File: config.mk
export PLATFORM = sky130hd
export DESIGN_NAME = reduction_vector_packer
export DESIGN_NICKNAME = d
export VERILOG_FILES = /design/src/rtl/reduction_vector_packer.sv
export SDC_FILE = /design/constraint.sdc
export NUM_CORES = 1
export LEC_CHECK = 0
export ABC_AREA = 1
export BUFFER_PORTS_ARGS = -buffer_cell sky130_fd_sc_hd__buf_2
export CAP_MARGIN = 20
export CELL_PAD_IN_SITES_DETAIL_PLACEMENT = 1
export CELL_PAD_IN_SITES_GLOBAL_PLACEMENT = 1
export CORE_UTILIZATION = 42
export DETAILED_ROUTE_END_ITERATION = 6
export PLACE_DENSITY_LB_ADDON = 0.1
export SYNTH_ARGS = -nofsm -noshare
export SYNTH_HDL_FRONTEND = slang
export SYNTH_SLANG_ARGS = --single-unit
File: constraint.sdc
create_clock -name clk -period 4.55 [get_ports clk]
set_clock_uncertainty 0.15 [all_clocks]
set_input_delay 0.91 -clock clk [delete_from_list [all_inputs] [get_ports clk]]
set_output_delay 0.91 -clock clk [all_outputs]
set_load 0.03 [all_outputs]
File: src/rtl/reduction_vector_packer.sv
// ============================================================================
//  Module      : reduction_vector_packer
//  Description : Collects scalar elements from an upstream valid/ready stream
//                into a 16-lane vector for the downstream reduction stage.
//                A vector closes when lane 15 is written or elem_last is seen.
//                The vector is then held until the downstream handshake.
//                Optional macro REDUCTION_PACKER_PAD_EN: pad unwritten lanes
//                of a short vector with the identity of the reduction type.
//                Without the macro, unwritten lanes are padded with zero.
//  Revision    : 1.0 - initial release
// ============================================================================
`default_nettype none

module reduction_vector_packer #(
    parameter int DATA_WIDTH = 16
) (
    input  logic                   clk,
    input  logic                   rst_n,
    input  logic [DATA_WIDTH-1:0]  elem_in,
    input  logic                   elem_valid,
    output logic                   elem_ready,
    input  logic                   elem_last,
    input  logic [2:0]             reduction_type,
    output logic [16*DATA_WIDTH-1:0] vec_out,
    output logic                   vec_valid,
    input  logic                   vec_ready,
    output logic [4:0]             vec_count,
    output logic [2:0]             type_out
);

    localparam int C_LANES = 16;

    typedef enum logic [0:0] {
        FILL = 1'b0,
        HOLD = 1'b1
    } state_t;

    state_t                  state_q, state_d;
    logic [3:0]              lane_idx_q, lane_idx_d;
    logic [DATA_WIDTH-1:0]   lane_q [C_LANES];
    logic [DATA_WIDTH-1:0]   lane_d [C_LANES];
    logic                    vec_valid_q, vec_valid_d;
    logic [4:0]              vec_count_q, vec_count_d;
    logic [2:0]              type_q, type_d;
    logic [DATA_WIDTH-1:0]   pad_w;
    logic                    accept_w;
    logic                    complete_w;

    assign accept_w   = (state_q == FILL) && elem_valid;
    assign complete_w = accept_w && ((lane_idx_q == 4'd15) || elem_last);

`ifdef REDUCTION_PACKER_PAD_EN
    logic [2:0] pad_type_w;

    // Identity of the vector's operation; lane 0 completing uses the live type.
    always_comb begin
        pad_type_w = (lane_idx_q == 4'd0) ? reduction_type : type_q;
        pad_w      = (pad_type_w == 3'd2) ? {DATA_WIDTH{1'b1}} : {DATA_WIDTH{1'b0}};
    end
`else
    assign pad_w = {DATA_WIDTH{1'b0}};
`endif

    // Next-state: element capture in FILL, vector release on handshake in HOLD.
    always_comb begin
        state_d     = state_q;
        lane_idx_d  = lane_idx_q;
        vec_valid_d = vec_valid_q;
        vec_count_d = vec_count_q;
        type_d      = type_q;
        for (int i = 0; i < C_LANES; i++) begin
            lane_d[i] = lane_q[i];
        end

        case (state_q)
            FILL: begin
                if (accept_w) begin
                    lane_d[lane_idx_q] = elem_in;
                    lane_idx_d         = lane_idx_q + 4'd1;
                    if (lane_idx_q == 4'd0) begin
                        type_d = reduction_type;
                    end
                    if (complete_w) begin
                        state_d     = HOLD;
                        vec_valid_d = 1'b1;
                        vec_count_d = {1'b0, lane_idx_q} + 5'd1;
                        // Lanes beyond the last real element carry the pad value.
                        for (int i = 0; i < C_LANES; i++) begin
                            if (4'(i) > lane_idx_q) begin
                                lane_d[i] = pad_w;
                            end
                        end
                    end
                end
            end
            HOLD: begin
                if (vec_ready) begin
                    state_d     = FILL;
                    vec_valid_d = 1'b0;
                    lane_idx_d  = 4'd0;
                    for (int i = 0; i < C_LANES; i++) begin
                        lane_d[i] = {DATA_WIDTH{1'b0}};
                    end
                end
            end
            default: begin
                state_d = FILL;
            end
        endcase
    end

    // State, control and lane registers with asynchronous clear.
    always_ff @(posedge clk or negedge rst_n) begin
        if (!rst_n) begin
            state_q     <= FILL;
            lane_idx_q  <= 4'd0;
            vec_valid_q <= 1'b0;
            vec_count_q <= 5'd0;
            type_q      <= 3'd0;
            for (int i = 0; i < C_LANES; i++) begin
                lane_q[i] <= {DATA_WIDTH{1'b0}};
            end
        end else begin
            state_q     <= state_d;
            lane_idx_q  <= lane_idx_d;
            vec_valid_q <= vec_valid_d;
            vec_count_q <= vec_count_d;
            type_q      <= type_d;
            for (int i = 0; i < C_LANES; i++) begin
                lane_q[i] <= lane_d[i];
            end
        end
    end

    generate
        for (genvar g = 0; g < C_LANES; g++) begin : g_lane
            assign vec_out[g*DATA_WIDTH +: DATA_WIDTH] = lane_q[g];
        end
    endgenerate

    assign elem_ready = (state_q == FILL);
    assign vec_valid  = vec_valid_q;
    assign vec_count  = vec_count_q;
    assign type_out   = type_q;

endmodule

`default_nettype wire

# Yosys cells after proc, flatten, opt, wreduce, memory -nomap -nowiden
# Cells that the tools add are included.
# W data, S select, Z words.
[totals] latchBits=0 ramBits=0 n_memories=0 rom_bits=0 reg_bits=270
[classes] n_addsub=2 n_shift=0 n_eq_ne=4 n_reduce_logical=9 bitwise_logic=2 n_mux=34 n_lt_le_gt_ge=18 div=0 n_mul=0
[ops] op="$mux W256" n=3
[ops] op="$pmux W256 S2" n=1
[ops] op="$mux W16" n=17
[ops] op="$bwmux W256" n=1
[ops] op="$demux W16 S4" n=1
[ops] op="$gt A4 B4 Y1 const A" n=8
[ops] op="$gt A3 B4 Y1 const A" n=4
[ops] op="$reduce_and A3 Y1" n=3
[ops] op="$gt A1 B4 Y1 const A" n=2
[ops] op="$gt A2 B4 Y1 const A" n=2
[ops] op="$mux W4" n=2
[ops] op="$pmux W4 S2" n=1
[ops] op="$mux W1" n=6
[ops] op="$add A4 B1 Y5 const B" n=1
[ops] op="$ge A5 B5 Y1 const B" n=1
[ops] op="$lt A5 B1 Y1 const B" n=1
[ops] op="$not A4 Y5" n=1
[ops] op="$add A4 B1 Y4 const B" n=1
[ops] op="$eq A4 B4 Y1 const B" n=1
[ops] op="$logic_not A4 Y1" n=1
[ops] op="$ne A2 B1 Y1 const B" n=2
[ops] op="$pmux W1 S2" n=2
[ops] op="$logic_and A1 B1 Y1" n=3
[ops] op="$ne A2 B2 Y1 const B" n=1
[ops] op="other kinds (3)" n=3

# Depth between registers and ports, before layout
[logic_depth] depth_word=10 mapped_depth=10

# Worst setup path before layout
# Ideal clock, no wire load.
[synth_timing] path_kind="input to register" start="input port elem_valid" end="register lane_q (netlist bit vec_out[247])" setup_time_ns=0.130 path_buffers=3 path_slack_ns=2.423 cell_stages=8 arrival_time_ns=1.847 path_cell_list="inv_1 nor2_1 buf_4 buf_4 nand3_2 buf_2 nand3_1 o21ai_0"
[synth_via] elab_chain_cells=5 elab_cells_between_ends=7
[synth_lines] element="start, declared" line_no="20" rtl="input logic elem_valid,"
[synth_lines] element="$logic_and A1 B1 Y1 *" line_no="49" rtl="assign accept_w = (state_q == FILL) && elem_valid;"
[synth_lines] element="$logic_and A1 B1 Y1" line_no="50" rtl="assign complete_w = accept_w && ((lane_idx_q == 4'd15) || elem_last);"
[synth_lines] element="$mux W256" line_no="83" rtl="if (complete_w) begin"
[synth_lines] element="$mux W256" line_no="77" rtl="if (accept_w) begin"
[synth_lines] element="$pmux W256 S2" line_no="75" rtl="case (state_q)"
[synth_lines] element="end signal, assigned by index" line_no="121" rtl="lane_q[i] <= {DATA_WIDTH{1'b0}};"
[synth_lines] element="end signal, assigned by index" line_no="130" rtl="lane_q[i] <= lane_d[i];"
[synth_lines] element="end, declared" line_no="40" rtl="logic [DATA_WIDTH-1:0] lane_q [C_LANES];"
# Every way passes the cells marked *; elsewhere a longest branch is shown, timed or not. The select of a mux whose other input is x is not followed.
# A chain may end at the register's enable or synchronous reset.

# Final worst setup path
[layout_timing] start="register lane_idx_q[0]" end="register lane_q (netlist bit vec_out[34])"
[layout_via] elab_chain_cells=10 elab_cells_between_ends=15
[layout_lines] element="start, declared" line_no="39" rtl="logic [3:0] lane_idx_q, lane_idx_d;"
[layout_lines] element="start signal, assigned" line_no="125" rtl="lane_idx_q <= lane_idx_d;"
[layout_lines] element="$not A4 Y5 (not written as such)" line_no="78" rtl="lane_d[lane_idx_q] = elem_in;"
[layout_lines] element="$ge A5 B5 Y1 (not written as such) / $lt A5 B1 Y1 (equally long branches)" line_no="78"
[layout_lines] element="$logic_and A1 B1 Y1 (not written as such)" line_no="78"
[layout_lines] element="$mux W16 (not written as such)" line_no="78"
[layout_lines] element="$demux W16 S4" line_no="78"
[layout_lines] element="$bwmux W256" line_no="78"
[layout_lines] element="$mux W16" line_no="89" rtl="if (4'(i) > lane_idx_q) begin"
[layout_lines] element="$mux W256 *" line_no="83"
[layout_lines] element="$mux W256 *" line_no="77"
[layout_lines] element="$pmux W256 S2 *" line_no="75"
# Marks and branches as above.

==> impl_metrics.json <==
{
  "status": "finished, final reports clean",
  "pin_count": 290,
  "final-hold-violation-count": 0,
  "drc": 0,
  "row_count": 68,
  "syn-cell-area_sq_um": 15020,
  "reg2regPathDepth": 7,
  "die_h_um": 191.1,
  "critPathMaxStageDelay_ps": 810,
  "grt_pass1_vias": 15380,
  "worstReg2RegEnd": "vec_out[34]$_DFFE_PN0P_",
  "avgRoutedWirePerCell_um": 18.98,
  "crit_end": "vec_out[34]$_DFFE_PN0P_",
  "ys_ff_latch": 270,
  "cts_sinks": 270,
  "p_leak_nw": 10.69,
  "rsz0062_at_grt": "no",
  "grt_max_degree": 106,
  "min_period_ps": 3064,
  "crit_path_start": "lane_idx_q[0]$_DFFE_PN0P_",
  "ys_seq_area_frac": 0.4497,
  "cts-root-buf": "clkbuf_16",
  "cp_common_cell": "nand2_1",
  "wirelength_mm": 56.63,
  "placed_cell_area_sq_um": 16600,
  "reg2reg_slack_ps": 1490,
  "layout-drive-gt1-share": 0.1574,
  "fp.dieW_um": 191.1,
  "crit_path_top_delay_cell": "nand2_1",
  "portBuffers": 289,
  "finalInstanceArea_sq_um": 17830,
  "place_ws_ps": 1377,
  "synth_cells": 2288,
  "cp-end-kind": "flip-flop",
  "syn_nets": 2318,
  "slew_violations": 0,
  "vias_per_cell": 5.144,
  "finalNetCount": 2533,
  "ctsHoldBuffers": 0,
  "insertedDiodeCount": 0,
  "ant_nets": 0,
  "num_vias": 15350,
  "crit_fanout": 32,
  "grt_use_total": 0.3073,
  "critPathRequiredTime_ps": 4790,
  "drt_iter0_drc": 945,
  "grt_pass1_wl_mm": 86.86,
  "post_cts_buffers": 0,
  "yosysMostFrequentCell": "nand2_1",
  "worstPathArrival_ps": 3300,
  "initial_core_util": 0.4307,
  "async_reset_ff_frac": 1.000,
  "cts.path.max_buffers": 3,
  "place.gp.congestion": 0.8018,
  "synth_common_cells": "992 x nand2_1, 325 x nor2_1, 270 x dfrtp_1",
  "yosysWarnings": 0,
  "slew_headroom": 0.3135,
  "hold_path_class": "input pin to async pin",
  "start_kind": "flip-flop",
  "antenna_found_initial": 0,
  "fin_crit_sh": 0.6733,
  "crit_type": "flip-flop to flip-flop",
  "first_pass_iters": 5,
  "area_delta_synth_final_pct": 18.70,
  "synth_area_per_cell_sq_um": 6.567,
  "fin_ws_ps": 1486,
  "yosys.area.top_type": "dfrtp_1",
  "cts_tree": "done",
  "numCtsBuffers": 34,
  "cts.reportedPaths.clkPinSlew_ps": 60,
  "yosysTopAreaCellShare": 0.4497,
  "ys_types": 27,
  "synth_flop_cell": "dfrtp_1",
  "synthTopCellsByArea": "dfrtp_1 45%, nand2_1 25%, nor2_1 8.1%",
  "synth_edf_count": 0,
  "hpwlAfterDp_mm": 36.69,
  "clk_latency_ps": 510,
  "tightest_slew_ps": 1027,
  "power_density_nw_per_um2": 617.6,
  "htree_levels": 2,
  "nFillCells": 4690,
  "post_cts_resized": 0,
  "maxCapViolations": 0,
  "ir_drop_mv": 0.3701,
  "fmax_ghz": 0.3264,
  "dieArea_sq_um": 36530,
  "gr-total-overflow": 0,
  "core_sq_um": 34880,
  "cp_cell_sequence": "inv_1, ha_1, nand2_1, nor2_1, nor2_1, nand2_1, nand2_1",
  "tns_ps": 0,
  "reg2reg_from": "lane_idx_q[0]$_DFFE_PN0P_",
  "setup_viol": 0
}
[sequential cells by signal, indices dropped and copies added, names as in the netlist]
signal      cells
vec_out       256
vec_count       5
lane_idx_q      4
type_out        3
state_q         1
vec_valid       1
[cell usage in the layout (no fill, tap or decap), types with 7 or more instances in the layout]
master | Yosys | routed
nor2_1 | 325 | 324
inv_1 | 269 | 269
nand3_1 | 107 | 107
nand4_1 | 16 | 16
buf_2 | 71 | 288
a21oi_1 | 81 | 81
clkbuf_16 | 0 | 38
buf_4 | 12 | 20
o21ai_0 | 52 | 52
clkbuf_8 | 0 | 7
dfrtp_1 | 270 | 270
nand2_2 | 7 | 8
nand2_1 | 992 | 991
clkinv_2 | 0 | 7
clkbuf_1 | 42 | 8
[final cells by class]
cell class | count | area, sq um | share of cell area
clock inverter | 10 | 102.6 | 0.005753
multi-input combinational | 1608 | 6588 | 0.3694
inverter | 274 | 1036 | 0.05809
tap | 455 | 569.3 | 0.03192
timing repair buffer | 315 | 1729 | 0.09696
clock buffer | 52 | 1052 | 0.05901
sequential | 270 | 6756 | 0.3789
[kinds of logic after synthesis]
group / share of synthesized area
fa+ha+maj: 0.004997
flops: 0.4497
compound gates: 0.04747
buf+inv: 0.1125
simple gates: 0.3853
[metrics by stage]
stage	power (mW)	hold WS, ps	cells	util
2_1_floorplan	6.716	429.7	2288	-
3_3_place_gp	7.980	309.5	2918	0.4758
3_5_place_dp	8.203	313.9	2918	0.4758
4_1_cts	11.04	329.8	2980	0.5089
5_1_grt	11.65	365.6	2984	0.5112
6_report	11.01	270.6	2984	0.5112
[per-layer routing]
layer | global-route usage | vias to the layer above | wire, um
met1 | 0.4017 | 7587 | 24210
li1 | - | 7250 | -
met3 | 0.04076 | 85 | 3241
met2 | 0.5227 | 428 | 27400
met5 | 0 | - | 0
met4 | 0.1016 | 0 | 1777
[critical path: cells and delay by family, from the launching register on]
family / cells / cell delay, ps
flip-flops: 1 / 500
buffers and inverters: 1 / 200
AND/OR/NAND/NOR: 5 / 1360
adder cells (fa/ha/maj): 1 / 730
[power by group]
part	total (mW)	switching [mW]	internal (mW)
registers	3.63	0.572	3.06
logic	4.56	3.37	1.19
clock network	2.81	1.10	1.71
[worst min-delay path by stage]
stage                                    end  slack, ps  cells after the start
finish              vec_out[192]$_DFFE_PN0P_        270                      1
global placement       vec_valid$_DFFE_PN0P_        310                      2
detailed placement   type_out[2]$_DFFE_PN0P_        310                      2
floorplan           vec_count[0]$_DFFE_PN0P_        430                      1
global route         type_out[2]$_DFFE_PN0P_        370                      2
CTS                  type_out[2]$_DFFE_PN0P_        330                      2
(Power assumes the default switching activity.)
